## src/rtl/pipeline_ctrl_pkg.sv

```systemverilog
// Shared types and constants for the pipeline stall/flush controller.
package pipeline_ctrl_pkg;

  typedef enum logic [0:0] {
    RUN      = 1'b0,
    MEM_WAIT = 1'b1
  } ctrl_state_t;

  localparam logic [4:0] REG_ZERO = 5'd0;

  localparam int unsigned DEFAULT_CNT_W       = 16;
  localparam int unsigned DEFAULT_MEM_TIMEOUT = 64;

endpackage : pipeline_ctrl_pkg

```

## src/rtl/sat_counter.sv

```systemverilog
// Up-counter that holds at all-ones instead of wrapping.
module sat_counter #(
  parameter int unsigned W = 16
) (
  input  logic         clk,
  input  logic         reset,
  input  logic         inc,
  output logic [W-1:0] count
);

  logic [W-1:0] count_q;
  logic [W-1:0] count_d;

  always_comb begin
    count_d = count_q;
    if (inc && (count_q != {W{1'b1}})) begin
      count_d = count_q + W'(1);
    end
  end

  always_ff @(posedge clk) begin
    if (reset) begin
      count_q <= '0;
    end else begin
      count_q <= count_d;
    end
  end

  assign count = count_q;

endmodule : sat_counter

```

## src/rtl/pipeline_hazard_ctrl.sv

```systemverilog
// Stall/flush sequencing for the 5-stage pipe: load-use, memory wait, branch flush,
// plus saturating performance counters and a sticky memory-timeout flag.
module pipeline_hazard_ctrl
  import pipeline_ctrl_pkg::*;
#(
  parameter int unsigned CNT_W       = DEFAULT_CNT_W,
  parameter int unsigned MEM_TIMEOUT = DEFAULT_MEM_TIMEOUT
) (
  input  logic             clk,
  input  logic             reset,
  input  logic [4:0]       id_rs,
  input  logic [4:0]       id_rt,
  input  logic             id_uses_rt,
  input  logic             ex_mem_read,
  input  logic [4:0]       ex_write_reg,
  input  logic             mem_req,
  input  logic             mem_ready,
  input  logic             mem_branch_taken,
  output logic             pc_write,
  output logic             if_id_write,
  output logic             if_id_flush,
  output logic             id_ex_write,
  output logic             id_ex_flush,
  output logic             ex_mem_write,
  output logic             ex_mem_flush,
  output logic             mem_wr_bubble,
  output logic             mem_timeout,
  output logic [CNT_W-1:0] stall_cycles,
  output logic [CNT_W-1:0] flush_events
);

  localparam int unsigned WAIT_W = $clog2(MEM_TIMEOUT + 1);
  localparam logic [WAIT_W-1:0] WAIT_MAX = WAIT_W'(MEM_TIMEOUT);

  ctrl_state_t       state_q, state_d;
  logic [WAIT_W-1:0] wait_cnt_q, wait_cnt_d;
  logic              timeout_q, timeout_d;

  logic mem_wait;
  logic branch_flush;
  logic load_use;
  logic src_match;

  assign mem_wait     = mem_req && !mem_ready;
  assign branch_flush = (state_q == RUN) && mem_branch_taken && !mem_wait;
  assign src_match    = (ex_write_reg == id_rs) || (id_uses_rt && (ex_write_reg == id_rt));
  assign load_use     = (state_q == RUN) && !mem_wait && !mem_branch_taken &&
                        ex_mem_read && (ex_write_reg != REG_ZERO) && src_match;

  always_ff @(posedge clk) begin
    if (reset) begin
      state_q    <= RUN;
      wait_cnt_q <= '0;
      timeout_q  <= 1'b0;
    end else begin
      state_q    <= state_d;
      wait_cnt_q <= wait_cnt_d;
      timeout_q  <= timeout_d;
    end
  end

  // Next state and enables; memory wait outranks branch flush outranks load-use.
  always_comb begin
    state_d       = RUN;
    wait_cnt_d    = '0;
    timeout_d     = timeout_q;
    pc_write      = 1'b1;
    if_id_write   = 1'b1;
    if_id_flush   = 1'b0;
    id_ex_write   = 1'b1;
    id_ex_flush   = 1'b0;
    ex_mem_write  = 1'b1;
    ex_mem_flush  = 1'b0;
    mem_wr_bubble = 1'b0;

    if (reset) begin
      pc_write      = 1'b0;
      if_id_write   = 1'b0;
      if_id_flush   = 1'b1;
      id_ex_write   = 1'b0;
      id_ex_flush   = 1'b1;
      ex_mem_write  = 1'b0;
      ex_mem_flush  = 1'b1;
      mem_wr_bubble = 1'b1;
    end else if (mem_wait) begin
      state_d       = MEM_WAIT;
      wait_cnt_d    = (wait_cnt_q == WAIT_MAX) ? wait_cnt_q : wait_cnt_q + WAIT_W'(1);
      timeout_d     = timeout_q || (wait_cnt_d == WAIT_MAX);
      pc_write      = 1'b0;
      if_id_write   = 1'b0;
      id_ex_write   = 1'b0;
      ex_mem_write  = 1'b0;
      mem_wr_bubble = 1'b1;
    end else if (branch_flush) begin
      if_id_flush   = 1'b1;
      id_ex_flush   = 1'b1;
      ex_mem_flush  = 1'b1;
    end else if (load_use) begin
      pc_write      = 1'b0;
      if_id_write   = 1'b0;
      id_ex_flush   = 1'b1;
    end
  end

  assign mem_timeout = timeout_q;

  sat_counter #(.W(CNT_W)) u_stall_cnt (
    .clk   (clk),
    .reset (reset),
    .inc   (!reset && !pc_write),
    .count (stall_cycles)
  );

  sat_counter #(.W(CNT_W)) u_flush_cnt (
    .clk   (clk),
    .reset (reset),
    .inc   (branch_flush && !reset),
    .count (flush_events)
  );

endmodule : pipeline_hazard_ctrl

```

## config.mk

```make
export PLATFORM = sky130hd
export DESIGN_NAME = pipeline_hazard_ctrl
export DESIGN_NICKNAME = d
export VERILOG_FILES = /design/src/rtl/pipeline_ctrl_pkg.sv /design/src/rtl/sat_counter.sv /design/src/rtl/pipeline_hazard_ctrl.sv
export SDC_FILE = /design/constraint.sdc
export NUM_CORES = 1
export LEC_CHECK = 0
export ABC_AREA = 1
export CAP_MARGIN = 20
export CORE_MARGIN = 2
export CORE_UTILIZATION = 48
export DETAILED_ROUTE_END_ITERATION = 6
export GPL_TIMING_DRIVEN = 0
export PLACE_DENSITY = 0.77
export SYNTH_ARGS = -nofsm -noshare
export SYNTH_HDL_FRONTEND = slang
export SYNTH_SLANG_ARGS = --single-unit
```

## constraint.sdc

```tcl
create_clock -name clk -period 1.9 [get_ports clk]
set_input_delay 0.19 -clock clk [delete_from_list [all_inputs] [get_ports clk]]
set_output_delay 0.19 -clock clk [all_outputs]
set_load 0.02 [all_outputs]
```

* Yosys cells after proc, flatten, opt, wreduce, memory -nomap -nowiden *
Cells that the tools add are included.

operators by class
  bitwise operators = 2
  reduce and logical (&&, ||, !) cells = 22
  add/subtract/negate cells = 3
  mux-type cells = 16
  equal/unequal tests = 6

operators by type and width
  cell                                            number
  adder 16 x 1 -> 16 bit (second input constant)  2
  != test 16 bit (second input constant)          2
  2-to-1 mux 1 bit                                15
  == test 7 bit (second input constant)           2
  logical AND 1 bit                               13
  == test 5 bit                                   2
  adder 7 x 1 -> 7 bit (second input constant)    1
  2-to-1 mux 7 bit                                1
  logical NOT 1 bit                               5
  nonzero test 5 bit                              1
  logical OR 1 bit                                2
  NOT 1 bit                                       2
  OR reduction 2 bit                              1

word-level totals
  register bits after elaboration = 41
  output and inout bits = 41
  input bits = 22
  logic and storage cells = 54

* Logic depth before layout (Yosys ltp) *
  word-level depth = 15
  depth in mapped cells = 12
  mapped depth without buffers = 12

* By module *
A second synthesis with hierarchy kept.

unflattened totals
  cells, all modules = 411
  area total of the unflattened synthesis = 2553.7 µm²

modules (own cells, without submodules)
  module                sequential area each (µm²)  cells each  instances  area each (µm²)
  sat_counter           320.3                       149         2          929.6
  pipeline_hazard_ctrl  180.2                       113         1          694.4

* Least setup slack after synthesis *
No wires, ideal clock.

  path kind = reg2reg
  start = reg u_flush_cnt.count_q[0], in the netlist u_flush_cnt.count[0]
  end = reg u_flush_cnt.count_q[4], in the netlist u_flush_cnt.count[4]
  stages on the path, launching flop included = 12
  setup time = 0.118 ns
  arrival time = 1.685 ns
  path buffers = 1
  required time = 1.782 ns
  period minus slack after synthesis = 1.803 ns
  setup slack = 0.097 ns
  cell sequence = dfxtp_1 > ha_1 > nand3_1 > nor3_1 > nand2_1 > nor2_2 > nor2_4 > nand2_4 > buf_6 > o21ai_0 > nand2_1 > nor2_1

between the ends
  cells in the longest elaborated chain, start to end = 2
  elaborated cells between the ends (all ways) = 3
  classes of those cells = add/sub: 1; eq/ne: 1; reduce/logical: 1

ends and longest elaborated chain
  what                                                                            RTL line           text
  start, declared                                                                 sat_counter.sv:11  logic [W-1:0] count_q;
  start signal, assigned                                                          sat_counter.sv:25  count_q <= count_d;
  parallel branches: the longest is 2 deep, another holds adder 16 x 1 -> 16 bit  n/a

Parallel ways; which one is timed is not known.
A chain may end at the register's enable or synchronous reset.

* Worst setup path in the final report *
  start = in mem_req
  end = out if_id_flush

between the ends
  cells in the longest elaborated chain, start to end = 6

ends and longest elaborated chain
  what                 RTL line                    text
  start, declared      pipeline_hazard_ctrl.sv:16  input logic mem_req,
  logical AND 1 bit *  pipeline_hazard_ctrl.sv:44  assign mem_wait = mem_req && !mem_ready;
  logical NOT 1 bit    pipeline_hazard_ctrl.sv:45  assign branch_flush = (state_q == RUN) && mem_branch_taken && !mem_wait;
  logical AND 1 bit    pipeline_hazard_ctrl.sv:45
  2-to-1 mux 1 bit     pipeline_hazard_ctrl.sv:94  end else if (branch_flush) begin
  2-to-1 mux 1 bit *   pipeline_hazard_ctrl.sv:85  end else if (mem_wait) begin
  2-to-1 mux 1 bit *   pipeline_hazard_ctrl.sv:76  if (reset) begin
  end, declared        pipeline_hazard_ctrl.sv:21  output logic if_id_flush,

Every way passes the cells marked *; elsewhere a longest branch is shown, timed or not.

==> impl_results.md <==
* Worst Path Arrival at 1.66 ns
* Reg power frac at 44.7%
* Residual DRC at 0
* Iter 0 DRT Violations at roughly 150
* Net Sw Frac at between 20% and 30%
* Fin nets at 495
* Min Hold Slack at between 0.3 and 0.4 ns
* # hold bufs at CTS at 0
* Largest net degree at the start of global routing at 14
* Hold Path Class: in2reg
* Run status: finished clean
* Global-route wire length before repair at 10890 um
* GRT Total Usage at 21.86%
* Htree depth at 2
* CTS Root Cell: clkbuf_8
* Post-synth cell types at 33
* Die area at 5991 um2
* Pleak at 1.503 nW
* Grt total ovfl at 0
* Die width at 77.40 um
* Mapped cell area at 2586 um2
* DRT Wirelength at 6511 um
* PwrDens at about 550 nW/um2
* Drt wl/cell at 12.06 um
* CP peak stage delay at 0.46 ns
* Detailed-route via count at approximately 2700
* Total CTS buffers at 5
* Kind of critical path: in2out
* Max_cap viols at 0
* Comb power frac at a little over an eighth
* Int Power at 1.505 mW
* Clock skew at 0.01115 ns
* Via/cell ratio at between 4 and 5
* Sequential area share after synthesis at 31.74%
* Peak fanout along the critical path at 3
* Antenna violations before repair at 0
* Final Setup Violations at 0
* Unrepaired setup endpoints after global routing: yes
* Area delta synth->final at 37.64%
* Fin crit share at 97.27%
* Number of clock sinks at a little over 40
* Io pins at 63
* Ys Warns at 0
* Post-synth EDFFs at 0
* Startpoint Class: input port
* Slowest cell on crit path: clkdlybuf4s50_1
* Ant diodes at 0
* Final Hold Fails at 0
* Switching pwr at 0.4626 mW
* Clk slew on worst S/H paths at 0.08 ns
* Slew @ Worst Pin at 0.7342 ns
* Core area at 5140 um2
* Number of core rows at 26
* # port buffers at 61
* Clk buf depth at 2
* Syn Nets at 420
* Die H at 77.40 um
* Crit. End Element: primary output
* Layout cell share with drive strength beyond 1 at 14.04%
* #FFs+latches synth at 41
* Syn_area_per_cell at 6.564 um2
* Post-route ant nets at 0
* Clock Power Share at 42.3%
* 1st-pass router iterations at 4
* Post-synth ARST share at 0%
* Gpl congestion at ~0.87
* Primary FF master, synth: dfxtp_1
* Fmax at 0.5411 GHz
* Final Max Tran Viols at 0
* Rel. slew slack at 51.05%
* Dpl hpwl at 4751 um
* Initial Utilization at between 50% and 60%
* CTS tree: built
* Peak VDD IR at between 400 and 500 uV
* Worst EP required at 1.71 ns
* Post-place setup slack at -0.6982 ns
* Crit-path cells: clkdlybuf4s50_1, inv_1, nor2_4, nor2_4, nand2_2, inv_1, nor2_4, inv_1, buf_4, clkdlybuf4s15_1
* Setup ws final at 0.05181 ns
* Latest clock arrival within the worst-skew pair at 0.29 ns
* Syn Inst Count at 394
* Vias in the first global route at between 2000 and 3000
* Crit path time final at 1.848 ns
==> timing repair <==
| action | in CTS | in global routing |
|---|---|---|
| buffers inserted | 2 | 6 |
| pin swaps | 3 | 10 |
| resized for setup | 25 | 25 |
| endpoints found under the setup margin | 26 | 31 |
==> placed cells by master (no fill, tap or decap), types with 3 or more instances in the layout <==
master | netlist | layout
a21oi_1 | 16 | 15
a21oi_2 | 9 | 10
buf_4 | 3 | 11
buf_6 | 2 | 3
clkbuf_1 | 6 | 6
clkbuf_8 | 0 | 5
clkdlybuf4s50_1 | 0 | 44
dfxtp_1 | 41 | 37
dfxtp_2 | 0 | 3
dlygate4sd2_1 | 0 | 6
dlymetal6s2s_1 | 0 | 7
inv_1 | 47 | 47
inv_2 | 6 | 6
nand2_1 | 106 | 104
nand2_2 | 1 | 3
nand3_1 | 23 | 22
nand4_1 | 20 | 20
nor2_1 | 55 | 50
nor2_2 | 1 | 3
nor2_4 | 1 | 4
nor3_1 | 9 | 7
nor4_1 | 3 | 3
o21ai_0 | 4 | 4
xnor2_1 | 5 | 5
xor2_1 | 18 | 18
==> stage by stage <==
| step | TNS, ns | util, % | power (mW) | instance area [um2] | instances |
|---|---|---|---|---|---|
| 2_1_floorplan | 0 | - | 1.028 | 2586 | 394 |
| 4_1_cts | -0.05339 | 67.04 | 1.968 | 3446 | 535 |
| 3_5_place_dp | -4.090 | 63.90 | 1.140 | 3284 | 525 |
| 5_1_grt | -0.01990 | 69.26 | 2.050 | 3560 | 540 |
| 6_report | 0 | 69.26 | 1.967 | 3560 | 540 |
| 3_3_place_gp | -3.443 | 63.90 | 1.135 | 3284 | 525 |
==> worst max-delay path: cells and delay by family <==
kind                   cells  cell delay, ns
and+or+nand+nor            4            0.42
buffers and inverters      6            1.05
==> final cells by class <==
cell class / count / area [um2]
repair buffers: 69 / 673.1
well taps: 70 / 87.58
clock buffers: 5 / 68.82
fillers: 491 / 1580
multi-input cells: 287 / 1562
flip-flops and latches: 41 / 828.3
plain buffers: 12 / 76.32
clock inverters: 3 / 65.06
inverters: 53 / 198.9
==> power by group through the flow <==
stage / combinational [mW] / sequential, mW / clock (mW)
2_1_floorplan: 0.126 / 0.902 / 0
3_3_place_gp: 0.239 / 0.896 / 0
3_5_place_dp: 0.244 / 0.896 / 0
4_1_cts: 0.244 / 0.877 / 0.847
5_1_grt: 0.280 / 0.882 / 0.888
6_report: 0.256 / 0.880 / 0.831
==> logic make-up (layout without fill, tap and decap cells) <==
logic type | count (synthesis) | after routing | synth area share (%)
AND/OR/NAND/NOR | 228 | 228 | 39.96
buffers and inverters | 66 | 142 | 10.69
flip-flops | 41 | 41 | 31.74
AO/OA/AOI/OAI | 32 | 32 | 7.886
XOR/XNOR | 23 | 23 | 7.789
adder cells (fa/ha/maj) | 4 | 4 | 1.935
==> flip-flops by register name, summed over array words and instances, names as in the netlist <==
signal and flops:
u_flush_cnt.count 16, mem_timeout 1, wait_cnt_q 7, state_q 1, u_stall_cnt.count 16
==> cell usage after synthesis, types with 2 or more instances <==
| cell type | n | share of area [%] |
|---|---|---|
| nand3_1 | 23 | 4.5 |
| clkbuf_1 | 6 | 0.87 |
| inv_1 | 47 | 6.8 |
| nor3_1 | 9 | 1.7 |
| o21ai_0 | 4 | 0.77 |
| ha_1 | 4 | 1.9 |
| nand2_1 | 106 | 15 |
| dfxtp_1 | 41 | 32 |
| xnor2_1 | 5 | 1.7 |
| buf_6 | 2 | 0.87 |
| a21oi_1 | 16 | 3.1 |
| buf_2 | 2 | 0.39 |
| buf_4 | 3 | 0.87 |
| nor2_1 | 55 | 8.0 |
| nor4_1 | 3 | 0.73 |
| xor2_1 | 18 | 6.1 |
| nand2_4 | 2 | 0.87 |
| nand4_1 | 20 | 4.8 |
| a21oi_2 | 9 | 3.0 |
| inv_2 | 6 | 0.87 |
==> per-layer routing <==
layer  vias to the layer above  part of all wire (%)  global-route usage, %
met2                        66                    51                  40.35
met4                         0                   1.3                  5.536
met3                        13                   3.9                  3.837
li1                       1398                     -                      -
met5                         -                     0                      0
met1                      1206                    44                  26.08
==> path summary, 6_finish.rpt <==
| path | depth (start not counted) | from | end | slack, ns |
|---|---|---|---|---|
| setup reg to reg | 10 | u_flush_cnt.count[0] | u_flush_cnt.count[11] | 0.12 |
| hold / removal | 2 | reset | state_q | 0.32 |
| setup / recovery | 10 | mem_req | if_id_flush | 0.05 |
| hold reg to reg | 2 | mem_timeout | mem_timeout | 0.46 |
Note: power is estimated with default switching activity, not from simulation.
